`config.mk`:
```
export PLATFORM = sky130hd
export DESIGN_NAME = vga_timing_gen
export DESIGN_NICKNAME = d
export VERILOG_FILES = /design/src/rtl/vga_timing_gen.sv
export SDC_FILE = /design/constraint.sdc
export NUM_CORES = 1
export LEC_CHECK = 0
export CORE_ASPECT_RATIO = 0.75
export CORE_MARGIN = 2
export CORE_UTILIZATION = 54
export DETAILED_ROUTE_END_ITERATION = 8
export PLACE_DENSITY = 0.82
export SLEW_MARGIN = 0
export SYNTH_ARGS = -nofsm -noshare
export SYNTH_HDL_FRONTEND = slang
export SYNTH_SLANG_ARGS = --single-unit
```
`constraint.sdc`:
```
create_clock -name clk -period 5 [get_ports clk]
set_clock_uncertainty 0.2 [all_clocks]
set_input_delay 0.5 -clock clk [delete_from_list [all_inputs] [get_ports clk]]
set_output_delay 0.5 -clock clk [all_outputs]
set_load 0.01 [all_outputs]
```
`src/rtl/vga_timing_gen.sv`:
```
// Raster timing generator for the 1280x800@60 display path.
// Two wrap counters (x per pixel, y per line) with all outputs registered and
// decoded from the next-state counter values, so sync/visible/pulses always
// describe the same pixel as display_pos_x/y.
// Counter origin is the start of sync: sync, back porch, active, front porch.
// Legal parameter range: H_TOTAL <= 2048, V_TOTAL <= 1024.

module vga_timing_gen #(
    parameter int   H_SYNC    = 136,
    parameter int   H_BP      = 200,
    parameter int   H_ACTIVE  = 1280,
    parameter int   H_FP      = 64,
    parameter int   V_SYNC    = 3,
    parameter int   V_BP      = 24,
    parameter int   V_ACTIVE  = 800,
    parameter int   V_FP      = 1,
    parameter logic HSYNC_POL = 1'b0,
    parameter logic VSYNC_POL = 1'b1
) (
    input  logic        clk,
    input  logic        rst,
    input  logic        pix_en,
    output logic [10:0] display_pos_x,
    output logic [9:0]  display_pos_y,
    output logic        hsync,
    output logic        vsync,
    output logic        visible,
    output logic        line_start,
    output logic        frame_start,
    output logic [7:0]  frame_count
);

    localparam int H_TOTAL = H_SYNC + H_BP + H_ACTIVE + H_FP;
    localparam int V_TOTAL = V_SYNC + V_BP + V_ACTIVE + V_FP;

    // Terminal counts and window bounds at full port width.
    localparam logic [10:0] H_LAST      = 11'(H_TOTAL - 1);
    localparam logic [9:0]  V_LAST      = 10'(V_TOTAL - 1);
    localparam logic [10:0] H_SYNC_END  = 11'(H_SYNC);
    localparam logic [9:0]  V_SYNC_END  = 10'(V_SYNC);
    localparam logic [10:0] H_VIS_FIRST = 11'(H_SYNC + H_BP);
    localparam logic [10:0] H_VIS_LAST  = 11'(H_SYNC + H_BP + H_ACTIVE - 1);
    localparam logic [9:0]  V_VIS_FIRST = 10'(V_SYNC + V_BP);
    localparam logic [9:0]  V_VIS_LAST  = 10'(V_SYNC + V_BP + V_ACTIVE - 1);

    logic        x_wrap;
    logic        y_wrap;
    logic [10:0] x_nxt;
    logic [9:0]  y_nxt;
    logic        hsync_nxt;
    logic        vsync_nxt;
    logic        visible_nxt;

    // Next position and its decode, used whenever pix_en advances the raster.
    always_comb begin
        // NOTE: every always_comb output gets a default first so no path can leave it unassigned and infer a latch.
        x_wrap      = 1'b0;
        y_wrap      = 1'b0;
        x_nxt       = display_pos_x;
        y_nxt       = display_pos_y;
        hsync_nxt   = ~HSYNC_POL;
        vsync_nxt   = ~VSYNC_POL;
        visible_nxt = 1'b0;

        x_wrap = (display_pos_x == H_LAST);
        y_wrap = (display_pos_y == V_LAST);

        if (x_wrap) begin
            x_nxt = 11'd0;
            y_nxt = y_wrap ? 10'd0 : display_pos_y + 10'd1;
        end else begin
            x_nxt = display_pos_x + 11'd1;
        end

        if (x_nxt < H_SYNC_END) hsync_nxt = HSYNC_POL;
        if (y_nxt < V_SYNC_END) vsync_nxt = VSYNC_POL;

        visible_nxt = (x_nxt >= H_VIS_FIRST) && (x_nxt <= H_VIS_LAST) &&
                      (y_nxt >= V_VIS_FIRST) && (y_nxt <= V_VIS_LAST);
    end

    // Registered raster state: reset to (0,0) in sync, advance on pix_en, else hold.
    always_ff @(posedge clk) begin
        // NOTE: sequential state uses non-blocking assignments so every flop samples pre-edge values.
        if (rst) begin
            display_pos_x <= 11'd0;
            display_pos_y <= 10'd0;
            hsync         <= HSYNC_POL;
            vsync         <= VSYNC_POL;
            visible       <= 1'b0;
            line_start    <= 1'b0;
            frame_start   <= 1'b0;
            frame_count   <= 8'd0;
        end else if (pix_en) begin
            display_pos_x <= x_nxt;
            display_pos_y <= y_nxt;
            hsync         <= hsync_nxt;
            vsync         <= vsync_nxt;
            visible       <= visible_nxt;
            line_start    <= x_wrap;
            frame_start   <= x_wrap && y_wrap;
            if (x_wrap && y_wrap) frame_count <= frame_count + 8'd1;
        end else begin
            line_start    <= 1'b0;
            frame_start   <= 1'b0;
        end
    end

endmodule

```
== Word level (Yosys, flattened, before mapping) ==
Cells that the tools add are included.

* Bits in registers: 34
* Output and inout bits: 34
* Logic and storage cells: 31

* Add/sub/neg operators: 3
* Magnitude comparators: 6
* Eq/ne operators: 2
* Mux-type cells: 5
* Bitwise logic cells: 1
* Reductions and logical operators: 6

{| class="wikitable"
|+ Operators with widths
! kind !! number
|-
| 10-bit two-way mux || 2
|-
| 11-bit by 1-bit adder with 11-bit output (second input constant) || 1
|-
| 11-bit == test (second input constant) || 1
|-
| 11-bit by 9-bit >= comparator with 1-bit output (second input constant) || 1
|-
| 11-bit less-or-equal comparator (second input constant) || 1
|-
| 11-bit by 8-bit < comparator with 1-bit output (second input constant) || 1
|-
| 11-bit two-way mux || 1
|-
| 10-bit by 1-bit adder with 10-bit output (second input constant) || 1
|-
| 10-bit == test (second input constant) || 1
|-
| 10-bit by 5-bit >= comparator with 1-bit output (second input constant) || 1
|-
| 10-bit less-or-equal comparator (second input constant) || 1
|-
| 10-bit by 2-bit < comparator with 1-bit output (second input constant) || 1
|-
| 8-bit by 1-bit adder with 8-bit output (second input constant) || 1
|-
| 1-bit logical AND || 4
|-
| 1-bit two-way mux || 2
|-
| 2-bit AND reduction || 1
|-
| 2-bit OR reduction || 1
|-
| 1-bit inverter || 1
|}

== Longest topological paths before layout ==
* Word-level depth: 6
* Mapped depth: 9
* Gate-level depth less buffers: 8

== Worst setup path after synthesis ==
Ideal clock, no wire load.

* Kind: flip-flop to flip-flop
* Start point: reg display_pos_x[0]
* End point: reg vsync
* Arrival: 2421 ps
* Setup slack: 2257 ps
* Stages on the path, launching flop included: 9
* Path through: dfxtp_1 ha_1 nand3_4 or4_1 buf_2 nor4_4 a21oi_2 and4b_4 a221o_1

* Word-level cells in the longest chain between the ends: 4

{| class="wikitable"
|+ Ends and longest elaborated chain
! element !! RTL line !! text
|-
| start: declaration || 23 || <nowiki>output logic [10:0] display_pos_x,</nowiki>
|-
| start signal: assignment || 95 || <nowiki>display_pos_x <= x_nxt;</nowiki>
|-
| 11-bit == test || 65 || <nowiki>x_wrap = (display_pos_x == H_LAST);</nowiki>
|-
| 10-bit two-way mux || 68 || <nowiki>if (x_wrap) begin</nowiki>
|-
| 10-bit by 2-bit < comparator with 1-bit output || 76 || <nowiki>if (y_nxt < V_SYNC_END) vsync_nxt = VSYNC_POL;</nowiki>
|-
| 1-bit two-way mux || 76 ||
|-
| end signal: assignment || 98 || <nowiki>vsync <= vsync_nxt;</nowiki>
|-
| end: declaration || 26 || <nowiki>output logic vsync,</nowiki>
|}

Every way passes these cells.
A chain may end at the register's enable or synchronous reset.

== Worst setup path after layout ==
Same ends and word-level chain as after synthesis.

==> impl_metrics.yaml <==
run_status:
  status: "finished clean"
setup_path:
  crit_family: "simple AND/OR/NAND/NOR gates"
  crit_fanout: 18
  r2r_cells: 7
  cp-end-kind: "flop"
  cp_slowest_cell: "nor4_4"
  worstSetupPathType: "flop to flop"
  critPathBufInv: 0
  crit_chain: "ha_1 > nand3_4 > nor4_4 > o221ai_1 > a21boi_0 > nor4_1 > a221o_1"
  critPathMaxStageDelay_ps: 860
  r2r_setup_slack_ps: 1720
  cp_data_required_time_ps: 5040
  crit_arrival_ps: 3320
  reg2reg_to: "vsync$_SDFFE_PP1P_"
  cp-start-kind: "flop"
  r2r-start: "display_pos_x[0]$_SDFFE_PP0P_"
min_path:
  hp-start: "frame_count[7]$_SDFFE_PP0P_"
  hold_depth: 2
  hold_class: "flop to flop"
  holdPathEnd: "frame_count[7]$_SDFFE_PP0P_"
yosys:
  ys_seq_elements: 34
  synth-compound-area-share_pct: 18.9
  synth_cell_types: 54
  synth_top_family_by_area: "simple AND/OR/NAND/NOR gates"
  synthXorXnorAreaFrac_pct: 6.16
  synth_edf_count: 0
  muxShareOfSynthArea_pct: 1.41
  synthAdderAreaFrac_pct: 2.35
  syn_area_per_cell_um2: 7.84
  synth_warnings: 0
  netlist_area_um2: 2130
  synth_seq_area_share_pct: 31.9
  ys_async_sr_fraction_pct: 0
  syn-num-nets: 279
  synth_top_flop_cell: "dfxtp_1"
  yosys.area_share.simple_pct: 33.7
  synthCells: 272
sta:
  rsz0062_at_grt: "no"
  fin_crit_ps: 3280
  finalSetupTns_ps: 0
  fin_crit_sh_pct: 65.6
  tightest_slew_ps: 945
  fmax_mhz: 305
  setup_viol: 0
  hold_viol: 0
  max_slew_margin_pct: 36.5
  slew_violations: 0
  fin_hold_ws_ps: 330
clocking:
  cts_max_path_buffers: 2
  cts_resized: 0
  cts_setup_buffers: 0
  cts_tree: "yes"
  clk_latency_ps: 290
  clock-sinks: 34
  cts_root_buf: "clkbuf_8"
  cts_hold_buf: 0
  cts.htree.levels: 2
  clkTransAtPathRegs_ps: 70
  cts_buffers: 5
routing:
  wire_per_inst_um: 15.0
  drtIter0Drc: 188
  wl_met3_um: 308
  vias: 2075
  first_pass_iters: 5
  wl_met1_um: 2630
  wl_met2_um: 2190
  drcViolationCount: 0
  ant_nets: 0
  top_layer_used: "met4"
  via_per_inst: 5.96
  detail_route.wirelength_um: 5220
floorplanning:
  io_pins: 37
  core_area_um2: 3730
  die_width_um: 76.6
  rows: 19
  die_h_um: 58.4
  die_area_um2: 4470
  initial_utilization_pct: 57.1
global_route:
  track_usage_pct: 25.0
  antenna_found_initial: 0
  grt_pass1_wl_um: 8830
  grt_pass1_vias: 1739
  grt_max_degree: 33
  grt_overflow: 0
finish:
  num-nets-final: 303
  syn2layout_area_growth_pct: 21.7
  antenna_cells: 0
  final_util_pct: 69.5
  stdcell_count: 348
  drive_above_1_share_pct: 7.77
pwr:
  switching_power_mw: 0.130
  p_sw_share_pct: 22.3
  p_clk_share_pct: 44.4
  peakVddDrop_v: 0.000192
  leakage_nw: 0.884
  total_power_mw: 0.584
  cellPowerDensity_nw_per_um2: 225
  p_int_mw: 0.454
  p_comb_share_pct: 6.9
  pwr-share-seq_pct: 48.6
job:
  cap_viol_max_count: 0
place:
  place_inst: 341
  port_buffers: 36
  gp_congestion: 0.885
  dpl.hpwl_um: 3530
-- state kept, by name, summed over array words and instances (netlist names) --
| register | flops |
|---|---|
| display_pos_x | 11 |
| vsync | 1 |
| hsync | 1 |
| frame_start | 1 |
| frame_count | 8 |
| display_pos_y | 10 |
| visible | 1 |
| line_start | 1 |
-- per-layer routing --
metal / GRT usage, % / up-vias
met1: 37.3 / 959
met2: 35.9 / 75
li1: - / 1032
met4: 8.57 / 0
met5: 0 / -
met3: 5.06 / 9
-- Yosys cell counts, types with 7 or more instances --
| master | number | share of area, % |
|---|---|---|
| nand3_1 | 12 | 2.8 |
| nor2_1 | 42 | 7.4 |
| a21oi_1 | 17 | 4.0 |
| nand2_1 | 18 | 3.2 |
| clkbuf_1 | 11 | 1.9 |
| inv_1 | 7 | 1.2 |
| dfxtp_1 | 34 | 32 |
| nor3_1 | 9 | 2.1 |
| and3_1 | 8 | 2.3 |
| o21ai_0 | 11 | 2.6 |
| xor2_1 | 9 | 3.7 |
| buf_2 | 10 | 2.3 |
-- placed cells by master (no fill, tap or decap), drive strengths merged, types with 2 or more instances in the layout --
cell and instances:
nand4 6, nor3b 3, nor4 7, a21boi 2, and4b 2, nor2 43, and4 3, or4 2
a221oi 2, xor2 9, mux2i 3, a31oi 2, clkbuf 6, o21ai 14, a211oi 5, ha 4
inv 7, xnor2 6, or3 4, and3 8, clkdlybuf4s50 36, nand2 19, and2 3, a21oi 19
buf 2, nor2b 2, nor3 10, o211ai 3, dfxtp 34, nand3 13
-- worst max-delay path by stage --
stage	from	endpoint	slack, ps	cells after the start
global route	display_pos_x[0]$_SDFFE_PP0P_	vsync$_SDFFE_PP1P_	1450	7
CTS	display_pos_x[0]$_SDFFE_PP0P_	vsync$_SDFFE_PP1P_	1730	7
global placement	display_pos_x[0]$_SDFFE_PP0P_	display_pos_y[6]$_SDFFE_PP0P_	1960	6
finish	display_pos_x[0]$_SDFFE_PP0P_	vsync$_SDFFE_PP1P_	1720	7
detailed placement	display_pos_x[0]$_SDFFE_PP0P_	display_pos_y[6]$_SDFFE_PP0P_	1850	6
floorplan	display_pos_x[0]$_SDFFE_PP0P_	vsync$_SDFFE_PP1P_	2260	8
-- power groups by stage --
stage	sequential (mW)	clock, mW	combinational, mW
final	0.284	0.260	0.0405
after global routing	0.285	0.276	0.0444
after CTS	0.284	0.264	0.0408
after detailed placement	0.290	0	0.0400
after global placement	0.290	0	0.0395
after floorplan	0.290	0	0.0219
-- through the flow --
stage / worst slack, ps / cell area, µm²
after floorplan: 2260 / 2130
after global placement: 1960 / 2480
after detailed placement: 1850 / 2480
after CTS: 1730 / 2590
after global routing: 1450 / 2590
final: 1720 / 2590
-- final cells by class --
class / count / area, µm²
clock buffers: 6 / 82.6
multi-input cells: 210 / 1330
clock inverters: 1 / 30.0
fillers: 321 / 1140
repair buffers: 38 / 375
inverters: 7 / 26.3
flip-flops and latches: 34 / 681
well taps: 52 / 65.1
-- worst min-delay path, stage by stage, from the launching register on --
cell and delay (ps):
dfxtp_1 350, xor2_1 70, nor2_1 70
-- cell families after synthesis --
family	Yosys count
simple gates	128
buf+inv	28
flops	34
compound gates	60
mux	3
xor+xnor	15
fa+ha+maj	4
(Power assumes the default switching activity.)
